`config.mk`:
```
export PLATFORM = sky130hd
export DESIGN_NAME = ram_bist_flat
export DESIGN_NICKNAME = d
export VERILOG_FILES = /design/src/rtl/ram_bist_if.sv /design/src/rtl/ram_bist.sv /design/src/flat_wrapper.sv
export SDC_FILE = /design/constraint.sdc
export NUM_CORES = 1
export LEC_CHECK = 0
export CAP_MARGIN = 20
export CORE_MARGIN = 2
export CORE_UTILIZATION = 44
export DETAILED_ROUTE_END_ITERATION = 12
export PLACE_DENSITY = 0.86
export SETUP_SLACK_MARGIN = 0.2
export SYNTH_ARGS = -nofsm -noshare
export SYNTH_HDL_FRONTEND = slang
export SYNTH_SLANG_ARGS = --single-unit
```
`constraint.sdc`:
```
create_clock -name clk -period 2.4 [get_ports clk]
set_clock_uncertainty 0.2 [all_clocks]
set_input_delay 0.24 -clock clk [delete_from_list [all_inputs] [get_ports clk]]
set_output_delay 0.24 -clock clk [all_outputs]
set_load 0.02 [all_outputs]
```
`src/rtl/ram_bist_if.sv`:
```
// Single-port ram access bundle: address/select/operation/wdata driven by the
// initiator, rdata returned by the ram.
interface ram_bist_if #(
   parameter int unsigned AW = 5,
   parameter int unsigned DW = 20
);
   logic [AW-1:0] ram_address;
   logic          ram_select;
   logic          ram_operation;
   logic [DW-1:0] ram_wdata;
   logic [DW-1:0] ram_rdata;

   modport master (
      output ram_address,
      output ram_select,
      output ram_operation,
      output ram_wdata,
      input  ram_rdata
   );

   modport slave (
      input  ram_address,
      input  ram_select,
      input  ram_operation,
      input  ram_wdata,
      output ram_rdata
   );
endinterface

```
`src/rtl/ram_bist.sv`:
```
// Ram built-in self-test: writes seed^address to every word, reads each back,
// and reports pass, a saturating error count and the first failing address.
module ram_bist #(
   parameter int unsigned word_size   = 20,
   parameter int unsigned word_amount = 30,
   parameter int unsigned err_width   = 8,
   localparam int unsigned AW = (word_amount > 1) ? $clog2(word_amount) : 1
) (
   input  logic                 clk,
   input  logic                 rst,
   input  logic                 start,
   input  logic [word_size-1:0] seed,
   output logic                 busy,
   output logic                 done,
   output logic                 pass,
   output logic [err_width-1:0] err_count,
   output logic [AW-1:0]        first_err_addr,
   ram_bist_if.master           ram
);

   localparam int unsigned MW = (AW > word_size) ? AW : word_size;

   typedef enum logic [2:0] {
      IDLE,
      WR_SETUP,
      WR_ACCESS,
      RD_SETUP,
      RD_ACCESS,
      DONE
   } state_e;

   state_e                state_q, state_d;
   logic [AW-1:0]         addr_q, addr_d;
   logic [word_size-1:0]  seed_q, seed_d;
   logic [err_width-1:0]  err_q, err_d;
   logic [AW-1:0]         first_q, first_d;
   logic                  busy_q, busy_d;
   logic                  done_q, done_d;
   logic                  pass_q, pass_d;
   logic [AW-1:0]         ram_addr_q, ram_addr_d;
   logic                  ram_sel_q, ram_sel_d;
   logic                  ram_op_q, ram_op_d;
   logic [word_size-1:0]  ram_wd_q, ram_wd_d;
   logic                  last_addr;

   // Test pattern: seed xor zero-extended address, truncated to the word.
   function automatic logic [word_size-1:0] pat(input logic [word_size-1:0] s,
                                                input logic [AW-1:0] a);
      logic [MW-1:0] ext;
      ext = MW'(a);
      return s ^ word_size'(ext);
   endfunction

   assign last_addr = (addr_q == AW'(word_amount - 1));

   // Next state plus registered-output values derived from the next state.
   always_comb begin
      state_d = state_q;
      addr_d  = addr_q;
      seed_d  = seed_q;
      err_d   = err_q;
      first_d = first_q;

      case (state_q)
         IDLE, DONE: begin
            if (start) begin
               seed_d  = seed;
               err_d   = '0;
               first_d = '0;
               addr_d  = '0;
               state_d = WR_SETUP;
            end
         end
         WR_SETUP: state_d = WR_ACCESS;
         WR_ACCESS: begin
            if (last_addr) begin
               addr_d  = '0;
               state_d = RD_SETUP;
            end else begin
               addr_d  = addr_q + AW'(1);
               state_d = WR_SETUP;
            end
         end
         RD_SETUP: state_d = RD_ACCESS;
         RD_ACCESS: begin
            if (ram.ram_rdata != pat(seed_q, addr_q)) begin
               if (err_q != '1) err_d = err_q + err_width'(1);
               if (err_q == '0) first_d = addr_q;
            end
            if (last_addr) begin
               addr_d  = '0;
               state_d = DONE;
            end else begin
               addr_d  = addr_q + AW'(1);
               state_d = RD_SETUP;
            end
         end
         default: state_d = IDLE;
      endcase

      busy_d     = 1'b0;
      done_d     = 1'b0;
      ram_sel_d  = 1'b0;
      ram_op_d   = 1'b0;
      ram_addr_d = '0;
      ram_wd_d   = '0;

      case (state_d)
         WR_SETUP, WR_ACCESS: begin
            busy_d     = 1'b1;
            ram_op_d   = 1'b1;
            ram_addr_d = addr_d;
            ram_wd_d   = pat(seed_d, addr_d);
            ram_sel_d  = (state_d == WR_ACCESS);
         end
         RD_SETUP, RD_ACCESS: begin
            busy_d     = 1'b1;
            ram_addr_d = addr_d;
            ram_sel_d  = (state_d == RD_ACCESS);
         end
         DONE:    done_d = 1'b1;
         default: ;
      endcase

      pass_d = done_d && (err_d == '0);
   end

   always_ff @(posedge clk or posedge rst) begin
      if (rst) begin
         state_q    <= IDLE;
         addr_q     <= '0;
         seed_q     <= '0;
         err_q      <= '0;
         first_q    <= '0;
         busy_q     <= 1'b0;
         done_q     <= 1'b0;
         pass_q     <= 1'b0;
         ram_addr_q <= '0;
         ram_sel_q  <= 1'b0;
         ram_op_q   <= 1'b0;
         ram_wd_q   <= '0;
      end else begin
         state_q    <= state_d;
         addr_q     <= addr_d;
         seed_q     <= seed_d;
         err_q      <= err_d;
         first_q    <= first_d;
         busy_q     <= busy_d;
         done_q     <= done_d;
         pass_q     <= pass_d;
         ram_addr_q <= ram_addr_d;
         ram_sel_q  <= ram_sel_d;
         ram_op_q   <= ram_op_d;
         ram_wd_q   <= ram_wd_d;
      end
   end

   assign busy              = busy_q;
   assign done              = done_q;
   assign pass              = pass_q;
   assign err_count         = err_q;
   assign first_err_addr    = first_q;
   assign ram.ram_address   = ram_addr_q;
   assign ram.ram_select    = ram_sel_q;
   assign ram.ram_operation = ram_op_q;
   assign ram.ram_wdata     = ram_wd_q;

endmodule

```
`src/flat_wrapper.sv`:
```
// flat-port wrapper written by rule: the top's interface ports become plain ports
module ram_bist_flat 
#(
   parameter int unsigned word_size   = 20,
   parameter int unsigned word_amount = 30,
   parameter int unsigned err_width   = 8,
   localparam int unsigned AW = (word_amount > 1) ? $clog2(word_amount) : 1
)
  (clk, rst, start, seed, busy, done, pass, err_count, first_err_addr, ram_ram_address, ram_ram_select, ram_ram_operation, ram_ram_wdata, ram_ram_rdata);
  ram_bist_if #(.AW((5)), .DW((20))) ram_i ();
  input  logic clk;
  input  logic rst;
  input  logic start;
  input  logic [word_size-1:0] seed;
  output logic busy;
  output logic done;
  output logic pass;
  output logic [err_width-1:0] err_count;
  output logic [AW-1:0] first_err_addr;
  output wire logic [$bits(ram_i.ram_address)-1:0] ram_ram_address;
  output wire logic [$bits(ram_i.ram_select)-1:0] ram_ram_select;
  output wire logic [$bits(ram_i.ram_operation)-1:0] ram_ram_operation;
  output wire logic [$bits(ram_i.ram_wdata)-1:0] ram_ram_wdata;
  input wire logic [$bits(ram_i.ram_rdata)-1:0] ram_ram_rdata;
  assign ram_ram_address = ram_i.ram_address;
  assign ram_ram_select = ram_i.ram_select;
  assign ram_ram_operation = ram_i.ram_operation;
  assign ram_ram_wdata = ram_i.ram_wdata;
  assign ram_i.ram_rdata = ram_ram_rdata;
  ram_bist #(.word_size(word_size), .word_amount(word_amount), .err_width(err_width)) u_core (.clk(clk), .rst(rst), .start(start), .seed(seed), .busy(busy), .done(done), .pass(pass), .err_count(err_count), .first_err_addr(first_err_addr), .ram(ram_i));
endmodule
```
Yosys cells after proc, flatten, opt, wreduce, memory -nomap -nowiden:

Cells that the tools add are included.

* flip-flop bits (word level): 71
* input port bits: 43
* output and inout port bits: 43
* word-level logic and storage cells: 66

* $add $sub $neg: 2
* eq/ne operators: 16
* multiplexer cells: 23
* bitwise logic cells: 2
* reductions and logical operators: 11

Operator list (count)
* 20-bit 2-to-1 mux: 3
* 20-bit by 5-bit XOR with 20-bit output: 2
* 5-bit 2-to-1 mux: 6
* 8-bit 2-to-1 mux: 3
* 20-bit != test: 1
* 5-bit one-hot mux with 2 select lines: 2
* 8-bit zero test: 2
* 8-bit one-hot mux with 2 select lines: 1
* 3-bit one-hot mux with 5 select lines: 1
* 3-bit by 2-bit equality test with 1-bit output (second input constant): 4
* 3-bit equality test (second input constant): 4
* 8-bit by 1-bit adder with 8-bit output (second input constant): 1
* 8-bit != test (second input constant): 1
* 2-bit OR reduction: 4
* 3-bit by 1-bit equality test with 1-bit output (second input constant): 2
* 3-bit 2-to-1 mux: 2
* 5-bit by 1-bit adder with 5-bit output (second input constant): 1
* 5-bit equality test (second input constant): 1
* 2-bit by 1-bit != test with 1-bit output (second input constant): 2
* 4-bit AND reduction: 1
* 4-bit OR reduction: 1
* 3-bit zero test: 1
* 1-bit 2-to-1 mux: 3
* 2-bit 2-to-1 mux: 1
* other kinds (4): 4

Logic depth before layout (Yosys ltp):

Gate-level depths: netlist (run 1).

* depth in word-level cells: 6
* depth in mapped cells: 10
* depth with buffers taken out: 9

Worst setup path before layout (run 1):

No wires, ideal clock.

* path type: flip-flop to flip-flop
* start: reg u_core.err_q[0] (netlist: u_core.err_count[0])
* end: reg u_core.pass_q (netlist: u_core.pass)
* setup time: 0.111 ns
* arrival: 2.301 ns
* data required time: 2.089 ns
* setup slack: -0.212 ns
* stages on the path, launching flop included: 10
* buffers on the path: 0
* period minus slack after synthesis: 2.612 ns
* cells stage by stage: dfrtp_1 -> ha_1 -> and3_1 -> and3_1 -> nand3_1 -> a21bo_1 -> o31a_1 -> a21oi_1 -> o2111ai_1 -> a2111oi_2

* longest elaborated chain between the ends: 6
* elaborated cells on any way between the ends: 8
* classes of those cells: 1 x add/sub; 1 x eq/ne; 4 x mux; 2 x reduce/logical

RTL lines
* from (decl): RTL line ram_bist.sv:35 `logic [err_width-1:0] err_q, err_d;`
* from (signal assigned): RTL line ram_bist.sv:146 `err_q <= err_d;`
* 8-bit by 1-bit adder with 8-bit output or 8-bit != test (tied branches): RTL line ram_bist.sv:87 `if (err_q != '1) err_d = err_q + err_width'(1);`
* 8-bit 2-to-1 mux: RTL line ram_bist.sv:87
* 8-bit 2-to-1 mux: RTL line ram_bist.sv:86 `if (ram.ram_rdata != pat(seed_q, addr_q)) begin`
* 8-bit one-hot mux with 2 select lines *: RTL line ram_bist.sv:64 `case (state_q)`
* 8-bit zero test *: RTL line ram_bist.sv:125 `pass_d = done_d && (err_d == '0);`
* 1-bit logical AND *: RTL line ram_bist.sv:125
* via u_core.pass_d: RTL line ram_bist.sv:39 `logic pass_q, pass_d;`
* to (signal assigned): RTL line ram_bist.sv:150 `pass_q <= pass_d;`
* to (decl): RTL line ram_bist.sv:39

Mark *: on every way through the listed nets, which the timed path passes. The rest lies on a longest branch.
A chain may end at the register's enable or synchronous reset.

Worst setup path in the final report (run 1):

* start: reg u_core.seed_q[3]
* end: reg u_core.pass_q (netlist: u_core.pass)

* longest elaborated chain between the ends: 6

RTL lines
* from (decl): RTL line ram_bist.sv:34 `logic [word_size-1:0] seed_q, seed_d;`
* from (signal assigned): RTL line ram_bist.sv:132 `seed_q <= '0;`
* from (signal assigned): RTL line ram_bist.sv:145 `seed_q <= seed_d;`
* 20-bit by 5-bit XOR with 20-bit output: RTL line ram_bist.sv:51 `return s ^ word_size'(ext);`
* 20-bit != test: RTL line ram_bist.sv:86
* 8-bit 2-to-1 mux: RTL line ram_bist.sv:86
* 8-bit one-hot mux with 2 select lines: RTL line ram_bist.sv:64
* via u_core.err_d[6]: RTL line ram_bist.sv:35
* 8-bit zero test: RTL line ram_bist.sv:125
* 1-bit logical AND: RTL line ram_bist.sv:125
* via u_core.pass_d: RTL line ram_bist.sv:39

The timed path passes the listed nets, and every way through them passes these cells.

==> flow_summary.json, run 1 <==
{
  "route.detailed.drc": 0,
  "rsz0062_at_grt": "true",
  "syn2layout_area_growth_pct": 54.0,
  "synth_edf_count": 0,
  "rr_endpoint": "u_core.pass",
  "grt_usage_pct": 21.7,
  "clock-sinks": 71,
  "syn_area_mm2": 0.00333,
  "setup_ws_ns": -0.144,
  "cellPowerDensity_mw_per_mm2": 469,
  "hold_depth": 3,
  "use_met2_pct": 35.7,
  "max_stage_delay_ns": 0.39,
  "multiInputGateArea_mm2": 0.00165,
  "cp.required_ns": 2.44,
  "cts_tree": "yes",
  "utilization_pct": 70.3,
  "ys_seq_elements": 71,
  "coreArea_mm2": 0.00729,
  "drt-initial-drc-count": 175,
  "post-synth-top-count-cell": "nand2_1",
  "clk_latency_ns": 0.35,
  "fin_tns_setup_ns": -0.144,
  "port_buffers": 85,
  "worstPathCellList": "xnor3_1 -> nand3_2 -> nor4_4 -> buf_4 -> nand2_2 -> o311ai_1 -> o21ai_1 -> a31o_2 -> a2111oi_4",
  "cts_max_path_buffers": 2,
  "antenna_found_initial": 0,
  "switching_share_pct": 21.5,
  "r2r_slack_ns": -0.14,
  "criticalPathCategory": "flip-flop to flip-flop",
  "worst_pin_slew_ns": 0.470,
  "cp-end-kind": "flip-flop",
  "grt_start_max_net_pins": 68,
  "fillers": 559,
  "dpl.hpwl_um": 6220,
  "cap_violations": 0,
  "use_met3_pct": 4.73,
  "ir_drop_mv": 0.303,
  "routed_wl_um": 9290,
  "drive_above_1_share_pct": 23.6,
  "place_area_mm2": 0.00458,
  "rows": 31,
  "initial_core_util_pct": 45.7,
  "critPathLaunchType": "flip-flop",
  "synthTopCellsByArea": "dfrtp_1 53%, nand2_1 9.7%, xnor2_1 4.7%",
  "synth_top_cell_by_area": "dfrtp_1",
  "place_congestion": 0.868,
  "yosysSeqAreaShare_pct": 53.4,
  "worstHoldEndpoint": "u_core.seed_q[14]",
  "status": "complete, but fails checks",
  "combinationalPowerShare_pct": 5.4,
  "seqPwrFrac_pct": 49.7,
  "die_h_um": 91.0,
  "synth.top_cell.area_share_pct": 53.4,
  "setup_viol": 1,
  "fin_crit_ns": 2.54,
  "fmax_mhz": 393,
  "syn_area_per_cell_um2": 9.97,
  "fin_area_mm2": 0.00513,
  "synth.net_count": 381,
  "grt_overflow": 0,
  "htree_levels": 3,
  "cts-buffers-inserted": 9,
  "wl_per_cell_um": 16.3,
  "maxSlewViolCount": 0,
  "dieArea_mm2": 0.00828,
  "violations": "setup timing",
  "fin_crit_sh_pct": 106,
  "die_x_um": 91.0,
  "netlist_top_cells_count": "86 x nand2_1, 71 x dfrtp_1, 18 x xnor2_1",
  "viasPerCell": 5.05,
  "ys.flop_type": "dfrtp_1",
  "nets": 513,
  "leakage_nw": 2.35,
  "crit_arrival_ns": 2.58,
  "relSlewSlack_pct": 68.4,
  "cts_root_buf": "clkbuf_8",
  "timing.hold.ws_ns": 0.237,
  "io_pins": 86,
  "async_flop_share_pct": 100,
  "synth_cell_type_count": 50,
  "busiest_layer": "met2",
  "reg2reg_depth": 9,
  "clockPowerShare_pct": 44.9,
  "slowest_stage": "xnor3_1",
  "p_int_mw": 1.89,
  "hp-class": "primary input to flip-flop",
  "seq_area_mm2": 0.00178,
  "num_antenna_cells": 0,
  "path_max_fanout": 4,
  "yosys_warnings": 0,
  "syn_inst": 334,
  "vias": 2881,
  "drt-pass1-iter-count": 4,
  "switchingPower_mw": 0.516,
  "clkTransAtPathRegs_ns": 0.08,
  "worstHoldStart": "seed[14]",
  "grt_pass1_wl_um": 14100,
  "ant_nets": 0,
  "r2r_start": "u_core.seed_q[3]",
  "hold_viol_final": 0,
  "grt_use_met1_pct": 29.1,
  "grt_pass1_vias": 2834
}
[registers in the layout (all words and copies together) (netlist names), 3 cells and up]
signal / flops
u_core.ram.ram_address: 5
u_core.first_err_addr: 5
u_core.ram.ram_wdata: 20
u_core.err_count: 8
u_core.addr_q: 5
u_core.seed_q: 20
u_core.state_q: 3
[layer usage]
| layer | part of all wire [%] | up-vias |
|---|---|---|
| li1 | - | 1377 |
| met3 | 3.6 | 8 |
| met1 | 43 | 1426 |
| met2 | 53 | 70 |
| met4 | 1.0 | 0 |
| met5 | 0 | - |
[worst max path at each step]
stage	from	end	slack [ns]	cells past startpoint
2_1_floorplan	u_core.err_count[1]	u_core.pass	0.06	9
3_3_place_gp	ram_ram_rdata[9]	u_core.pass	-0.19	8
3_5_place_dp	ram_ram_rdata[3]	u_core.pass	-0.24	8
4_1_cts	u_core.seed_q[3]	u_core.pass	-0.09	7
5_1_grt	u_core.seed_q[3]	u_core.pass	-0.28	9
6_report	u_core.seed_q[3]	u_core.pass	-0.14	9
[power by group through the flow]
stage               logic (mW)  registers, mW  clock network [mW]
floorplan               0.0409           1.22                   0
global placement         0.128           1.22                   0
detailed placement       0.130           1.22                   0
CTS                      0.132           1.20                1.08
global route             0.142           1.19                1.13
finish                   0.130           1.20                1.08
[through the flow]
step	std cells	worst slack, ns	power [mW]
after floorplan	334	0.0596	1.26
after global placement	541	-0.187	1.35
after detailed placement	541	-0.244	1.35
after CTS	562	-0.0917	2.41
after global routing	570	-0.282	2.47
final	570	-0.144	2.40
[placed cells by master (no fill, tap or decap), types with 3 or more instances in the layout]
cell type | netlist | final
dfrtp_1 | 71 | 68
buf_6 | 2 | 9
a21oi_1 | 12 | 7
o21ai_2 | 0 | 4
nor4_4 | 2 | 3
clkdlybuf4s50_1 | 0 | 85
inv_1 | 13 | 10
nand2_1 | 86 | 85
o21ai_1 | 11 | 8
xor2_1 | 3 | 3
buf_4 | 0 | 39
nor3_1 | 3 | 3
xnor3_1 | 4 | 4
a21oi_2 | 0 | 3
nand3_1 | 7 | 7
o21ai_0 | 6 | 4
and3_4 | 0 | 4
clkbuf_8 | 0 | 10
nor2_1 | 14 | 10
dfrtp_2 | 0 | 3
nor2b_1 | 17 | 17
xnor2_1 | 18 | 17
and2_1 | 8 | 7
[cell type report]
type	instances	area share (%)
clock buffers	11	2.76
inverters	13	1.07
multi-input cells	235	32.3
clock inverters	5	1.59
flip-flops and latches	71	34.7
well taps	99	2.42
repair buffers	136	25.2
[repair_timing]
action / in CTS / in global routing
hold buffers: 1 / 0
pin swaps: 6 / 8
endpoints found under the setup margin: 23 / 19
endpoints found under the hold margin: 4 / 0
buffers inserted: 4 / 8
gates resized for setup: 15 / 39
[logic make-up (layout without fill, tap and decap cells)]
logic type	count (synthesis)	after routing	share of synthesized area, %
DFF	71	71	53.4
muxes	1	1	0.301
and+or+nand+nor	153	153	22.1
xor gates and xnor gates	26	26	8.94
adders and majority gates	4	4	1.50
buffers and inverters	28	165	3.68
AOI/OAI and AO/OA	51	51	10.1
[critical path: cells and delay by family, from the launching register on]
kind / cells / cell delay, ns
AO/OA/AOI/OAI: 4 / 0.79
flip-flops: 1 / 0.38
buffers and inverters: 1 / 0.20
AND/OR/NAND/NOR: 3 / 0.46
XOR/XNOR: 1 / 0.39
Power figures use the tool's default switching activity.
==> run 2, diff against run 1 <==
--- a/config.mk
+++ b/config.mk
@@ -9,6 +9,7 @@
 export CORE_MARGIN = 2
 export CORE_UTILIZATION = 44
 export DETAILED_ROUTE_END_ITERATION = 12
+export GPL_TIMING_DRIVEN = 1
 export PLACE_DENSITY = 0.86
 export SETUP_SLACK_MARGIN = 0.2
 export SYNTH_ARGS = -nofsm -noshare
==> results of run 2 <==
Same layout as run 1: the final DEF is identical, and so are final timing and power.
